### src/rtl/mips_pipe_pkg.sv
// Shared pipeline types for the dual-lane MIPS core: lane payload, issue state,
// and the helper that squashes control bits on an invalid lane.
package mips_pipe_pkg;

  localparam int unsigned DATA_W = 32;
  localparam int unsigned REG_W  = 5;

  typedef enum logic {
    PASS  = 1'b0,
    SPLIT = 1'b1
  } issue_state_t;

  typedef struct packed {
    logic              valid;
    logic              regwrite;
    logic              memtoreg;
    logic              memwrite;
    logic [REG_W-1:0]  writereg;
    logic [DATA_W-1:0] aluout;
    logic [DATA_W-1:0] writedata;
  } lane_t;

  localparam lane_t BUBBLE = '0;

  // An invalid lane may carry stale control bits; never let them reach memory.
  function automatic lane_t sanitize(input lane_t l);
    lane_t s;
    s = l;
    if (!l.valid) begin
      s.regwrite = 1'b0;
      s.memtoreg = 1'b0;
      s.memwrite = 1'b0;
    end
    return s;
  endfunction

endpackage

### src/rtl/mem_conflict_detect.sv
// Same-word memory conflict between two lanes: both valid memory accesses,
// at least one a store, identical word address above ADDR_LSB.
module mem_conflict_detect
  import mips_pipe_pkg::*;
#(
  parameter int unsigned ADDR_LSB = 2
) (
  input  lane_t lane_a,
  input  lane_t lane_b,
  output logic  conflict_c
);

  logic mem_a;
  logic mem_b;
  logic any_store;
  logic same_word;

  assign mem_a     = lane_a.memtoreg | lane_a.memwrite;
  assign mem_b     = lane_b.memtoreg | lane_b.memwrite;
  assign any_store = lane_a.memwrite | lane_b.memwrite;
  assign same_word = (lane_a.aluout[DATA_W-1:ADDR_LSB] == lane_b.aluout[DATA_W-1:ADDR_LSB]);

  // Two loads to one word are harmless on a dual-port RAM.
  assign conflict_c = lane_a.valid & lane_b.valid & mem_a & mem_b & any_store & same_word;

endmodule

### src/rtl/ex_mem_issue_reg.sv
// Dual-lane EX/MEM register; serializes same-word lane pairs over two cycles.
// Optional MEM_SPLIT_COUNT_EN adds a 32-bit split_count of PASS->SPLIT events.
module ex_mem_issue_reg
  import mips_pipe_pkg::*;
#(
  parameter int unsigned ADDR_LSB = 2
) (
  input  logic              clk,
  input  logic              rst,
  input  logic              holdm,
  input  logic              flushm,
  input  logic              valide,
  input  logic              valide2,
  input  logic              regwritee,
  input  logic              regwritee2,
  input  logic              memtorege,
  input  logic              memtorege2,
  input  logic              memwritee,
  input  logic              memwritee2,
  input  logic [REG_W-1:0]  writerege,
  input  logic [REG_W-1:0]  writerege2,
  input  logic [DATA_W-1:0] aluoute,
  input  logic [DATA_W-1:0] aluoute2,
  input  logic [DATA_W-1:0] writedatae,
  input  logic [DATA_W-1:0] writedatae2,
  output logic              stalle,
  output logic              validm,
  output logic              validm2,
  output logic              regwritem,
  output logic              regwritem2,
  output logic              memtoregm,
  output logic              memtoregm2,
  output logic              memwritem,
  output logic              memwritem2,
  output logic [REG_W-1:0]  writeregm,
  output logic [REG_W-1:0]  writeregm2,
  output logic [DATA_W-1:0] aluoutm,
  output logic [DATA_W-1:0] aluoutm2,
  output logic [DATA_W-1:0] writedatam,
  output logic [DATA_W-1:0] writedatam2
`ifdef MEM_SPLIT_COUNT_EN
  ,
  output logic [31:0]       split_count
`endif
);

  lane_t        raw_e;
  lane_t        raw_e2;
  lane_t        lane_e;
  lane_t        lane_e2;
  logic         conflict_c;
  issue_state_t state_q;
  issue_state_t state_d;
  lane_t        lane1_q;
  lane_t        lane1_d;
  lane_t        lane2_q;
  lane_t        lane2_d;
  lane_t        stash_q;
  lane_t        stash_d;

  // Bundle execute-stage inputs into lane payloads.
  always_comb begin
    raw_e.valid      = valide;
    raw_e.regwrite   = regwritee;
    raw_e.memtoreg   = memtorege;
    raw_e.memwrite   = memwritee;
    raw_e.writereg   = writerege;
    raw_e.aluout     = aluoute;
    raw_e.writedata  = writedatae;
    raw_e2.valid     = valide2;
    raw_e2.regwrite  = regwritee2;
    raw_e2.memtoreg  = memtorege2;
    raw_e2.memwrite  = memwritee2;
    raw_e2.writereg  = writerege2;
    raw_e2.aluout    = aluoute2;
    raw_e2.writedata = writedatae2;
  end

  assign lane_e  = sanitize(raw_e);
  assign lane_e2 = sanitize(raw_e2);

  mem_conflict_detect #(
    .ADDR_LSB (ADDR_LSB)
  ) u_conflict (
    .lane_a     (lane_e),
    .lane_b     (lane_e2),
    .conflict_c (conflict_c)
  );

`ifdef MEM_SPLIT_COUNT_EN
  logic [31:0] count_q;
  logic [31:0] count_d;
`endif

  // State, output lanes and stash.
  always_ff @(posedge clk or posedge rst) begin
    if (rst) begin
      state_q <= PASS;
      lane1_q <= BUBBLE;
      lane2_q <= BUBBLE;
      stash_q <= BUBBLE;
`ifdef MEM_SPLIT_COUNT_EN
      count_q <= 32'd0;
`endif
    end else begin
      state_q <= state_d;
      lane1_q <= lane1_d;
      lane2_q <= lane2_d;
      stash_q <= stash_d;
`ifdef MEM_SPLIT_COUNT_EN
      count_q <= count_d;
`endif
    end
  end

  // Next-state: in SPLIT the execute inputs are ignored; the stash drives lane 2.
  always_comb begin
    state_d = state_q;
    lane1_d = lane1_q;
    lane2_d = lane2_q;
    stash_d = stash_q;
`ifdef MEM_SPLIT_COUNT_EN
    count_d = count_q;
`endif
    case (state_q)
      PASS: begin
        if (holdm) begin
          state_d = PASS;
        end else if (flushm) begin
          lane1_d = BUBBLE;
          lane2_d = BUBBLE;
        end else if (conflict_c) begin
          lane1_d = lane_e;
          lane2_d = BUBBLE;
          stash_d = lane_e2;
          state_d = SPLIT;
`ifdef MEM_SPLIT_COUNT_EN
          count_d = count_q + 32'd1;
`endif
        end else begin
          lane1_d = lane_e;
          lane2_d = lane_e2;
        end
      end
      SPLIT: begin
        if (holdm) begin
          state_d = SPLIT;
        end else if (flushm) begin
          lane1_d = BUBBLE;
          lane2_d = BUBBLE;
          stash_d = BUBBLE;
          state_d = PASS;
        end else begin
          lane1_d = BUBBLE;
          lane2_d = stash_q;
          stash_d = BUBBLE;
          state_d = PASS;
        end
      end
      default: begin
        state_d = PASS;
      end
    endcase
  end

  assign stalle = (state_q == SPLIT);

  assign validm      = lane1_q.valid;
  assign regwritem   = lane1_q.regwrite;
  assign memtoregm   = lane1_q.memtoreg;
  assign memwritem   = lane1_q.memwrite;
  assign writeregm   = lane1_q.writereg;
  assign aluoutm     = lane1_q.aluout;
  assign writedatam  = lane1_q.writedata;
  assign validm2     = lane2_q.valid;
  assign regwritem2  = lane2_q.regwrite;
  assign memtoregm2  = lane2_q.memtoreg;
  assign memwritem2  = lane2_q.memwrite;
  assign writeregm2  = lane2_q.writereg;
  assign aluoutm2    = lane2_q.aluout;
  assign writedatam2 = lane2_q.writedata;

`ifdef MEM_SPLIT_COUNT_EN
  assign split_count = count_q;
`endif

endmodule
### config.mk
export PLATFORM = sky130hd
export DESIGN_NAME = ex_mem_issue_reg
export DESIGN_NICKNAME = d
export VERILOG_FILES = /design/src/rtl/mips_pipe_pkg.sv /design/src/rtl/mem_conflict_detect.sv /design/src/rtl/ex_mem_issue_reg.sv
export SDC_FILE = /design/constraint.sdc
export NUM_CORES = 1
export LEC_CHECK = 0
export CAP_MARGIN = 10
export CORE_UTILIZATION = 25
export CTS_BUF_LIST = sky130_fd_sc_hd__clkbuf_4 sky130_fd_sc_hd__clkbuf_8
export CTS_CLUSTER_SIZE = 30
export DETAILED_ROUTE_END_ITERATION = 16
export PLACE_DENSITY = 0.6
export SETUP_SLACK_MARGIN = 0.15
export SYNTH_ARGS = -nofsm -noshare
export SYNTH_HDL_FRONTEND = slang
export SYNTH_SLANG_ARGS = --single-unit
export TNS_END_PERCENT = 50
### constraint.sdc
create_clock -name clk -period 10.05 [get_ports clk]
set_input_delay 1.5075 -clock clk [delete_from_list [all_inputs] [get_ports clk]]
set_output_delay 1.5075 -clock clk [all_outputs]
set_load 0.02 [all_outputs]
==> out/qor.csv <==
metric,value,unit
status,finished clean,
slew_headroom,29.5,%
crit_chain,clkdlybuf4s50_1 -> xnor2_1 -> o2111ai_1 -> or4_4 -> nor4_4 -> buf_4 -> a21oi_4 -> buf_4 -> a22o_1,
muxShareOfSynthArea,0.127,%
cp-end-kind,flop,
io_buffers,296,
post-dp-hpwl,18.4,mm
worstMarginPinSlew,1.06,ns
antenna_found_initial,1,
rsz0062_at_grt,no,
syn_avg_cell_area,12.4,um^2
critical_path_class,primary input to flop,
setup_viol,0,
fp-row-count,68,
die_h,190,um
finalHoldViolCount,0,
vias,7063,
crit_start,aluoute2[14],
timing.hold.ws,0.487,ns
core-area,34700,um^2
power.leakage,5.57,nW
drtIter0Drc,256,
wl,28.9,mm
post-place-cells,1408,
synthAdderAreaFrac,0,%
synthSimpleGateAreaFrac,4.75,%
postCtsSetupBuffers,0,
fin_cells,1479,
ys_types,32,
synth_xor_xnor_area_share,2.57,%
cp_max_fo,76,
netlist_area,8870,um^2
ctsHoldBuffers,0,
layout_setup_ws,5.19,ns
drv_cap,0,
synth_compound_area_share,25.3,%
final.min_clock_period,4.86,ns
ys_seq_elements,220,
cts_made_buffers,41,
grt_max_degree,100,
cts_tree,done,
via_per_inst,4.78,
dieArea,36200,um^2
powerDensity,172,nW/um^2
skew,0.0225,ns
clockRootBuffer,clkbuf_8,
fmax,206,MHz
ant_nets,0,
clock_sinks,220,
area_delta_synth_final,45.8,%
post_cts_resized,0,
cp.required,10.45,ns
io_pins,297,
synth_top_family_by_area,compound AO/OA/AOI/OAI gates,
grt-ovfl-total,0,
clock_path_buffers,3,
syn_nets,863,
htreeDepth,2,
rrSetupSlack,7.47,ns
critPathMaxStageDelay,0.70,ns
placed_cell_area,12000,um^2
place_congestion,0.699,
syn_inst,713,
start_kind,primary input,
avgRoutedWirePerCell,19.5,um
holdCritStartpoint,regwritem$_DFFE_PP0P_,
fin_nets,1146,
seq_area_frac_synth,62.1,%
drc,0,
pre_cts_ws,4.55,ns
first_pass_iters,5,
tns,0,ns
worst_path_max_delay_cell,buf_4,
slew_violations,0,
track_usage,15.7,%
r2r-start,stalle$_DFF_PP0_,
final.period_utilization,48.3,%
grt_pass1_wl,44.2,mm
drive_above_1_share,8.41,%
final_area,12900,um^2
clkTransAtPathRegs,0.06,ns
ys_warn_count,0,
hp-class,flop to flop,
clkLatencyLatePin,0.53,ns
peakVddDrop,85.3,uV
critPathMostFrequentCell,buf_4,
die_width,190,um
start_util,25.6,%
grt_pass1_vias,7185,
nFillCells,3450,
worst_ep_arrival_time,5.25,ns
## cells in the mapped netlist (all sizes together)
cell	n	area [um^2]
a21o	1	7.51
a21oi	2	21.3
a22o	140	1230
a22oi	75	563
a31o	1	8.76
and2	2	15.0
buf	23	277
clkbuf	40	150
dfrtp	220	5510
inv	8	30.0
mux2	1	11.3
nand2	77	289
nand3	1	5.00
nand4	3	18.8
nor2	3	11.3
nor2b	1	6.26
nor3	1	5.00
nor3b	1	7.51
nor4	5	46.3
o2111ai	1	8.76
o21ai	71	355
o22ai	2	12.5
o31ai	6	45.0
or3	1	6.26
or4	1	11.3
xnor2	8	70.1
xor2	18	158
## logic make-up after synthesis
| group | after synthesis |
|---|---|
| DFF | 220 |
| AOI/OAI and AO/OA | 299 |
| xor gates and xnor gates | 26 |
| and+or+nand+nor | 96 |
| muxes | 1 |
| buffers and inverters | 71 |
## cell type report
class | instances | area [um^2] | area share (%)
Multi-Input combinational cell | 422 | 2920 | 22.6
Timing Repair Buffer | 303 | 3020 | 23.3
Tap cell | 455 | 569 | 4.40
Antenna cell | 2 | 5.00 | 0.0387
Clock buffer | 63 | 798 | 6.17
Inverter | 8 | 37.5 | 0.290
Clock inverter | 6 | 83.8 | 0.648
Sequential cell | 220 | 5510 | 42.6
## flip-flops by register name (all words and copies together) (netlist names), 5 cells and up
signal       count
stash_q         73
aluoutm2        32
aluoutm         32
writedatam2     32
writedatam      32
writeregm2       5
writeregm        5
## cells in the final DEF, fill, tap and decap left out, drive strengths merged, types with 2 or more instances in the layout
cell	n
buf	8
a22o	140
nand4	3
clkdlybuf4s50	295
a21oi	2
xnor2	8
and2	2
inv	9
a22oi	75
diode	2
nor2	3
xor2	18
dfrtp	220
o21ai	71
o22ai	2
nor4	5
clkbuf	63
clkinv	3
o31ai	6
nand2	77
bufinv	2
## per-stage QoR
stage	total power (W)	utilization, %
after global placement	0.00131	34.7
final	0.00223	37.3
after floorplan	0.00111	-
after detailed placement	0.00131	34.7
after global routing	0.00233	37.2
after CTS	0.00227	37.2
## report_power, final
part	switching, W	leakage [nW]	total [W]	internal, W
sequential	0.0000251	2.94	0.000956	0.000931
clock	0.000383	0.469	0.000938	0.000554
combinational	0.000168	2.16	0.000332	0.000164
total	0.000576	5.57	0.00223	0.00165
## worst max-delay path: cells and delay by family
kind,cells,cell delay [ns]
compound gates,3,0.85
buf+inv,3,1.60
simple gates,2,0.84
xor+xnor,1,0.36
## per-layer routing
metal,routed length [um],vias up,track usage (%)
met4,516,0,4.03
met1,12500,3521,20.9
met2,13500,264,24.7
met3,2380,37,4.90
met5,0,-,0
li1,-,3241,-
## worst paths after layout
check,endpoint,depth (start not counted)
hold / removal,regwritem$_DFFE_PP0P_,2
hold reg to reg,regwritem$_DFFE_PP0P_,2
max in group asynchronous,aluoutm[27]$_DFFE_PP0P_,3
min in group asynchronous,stash_q[2]$_DFFE_PP0P_,2
setup / recovery,stash_q[1]$_DFFE_PP0P_,9
setup reg to reg,aluoutm2[5]$_DFFE_PP0P_,5
Power figures use the tool's default switching activity.
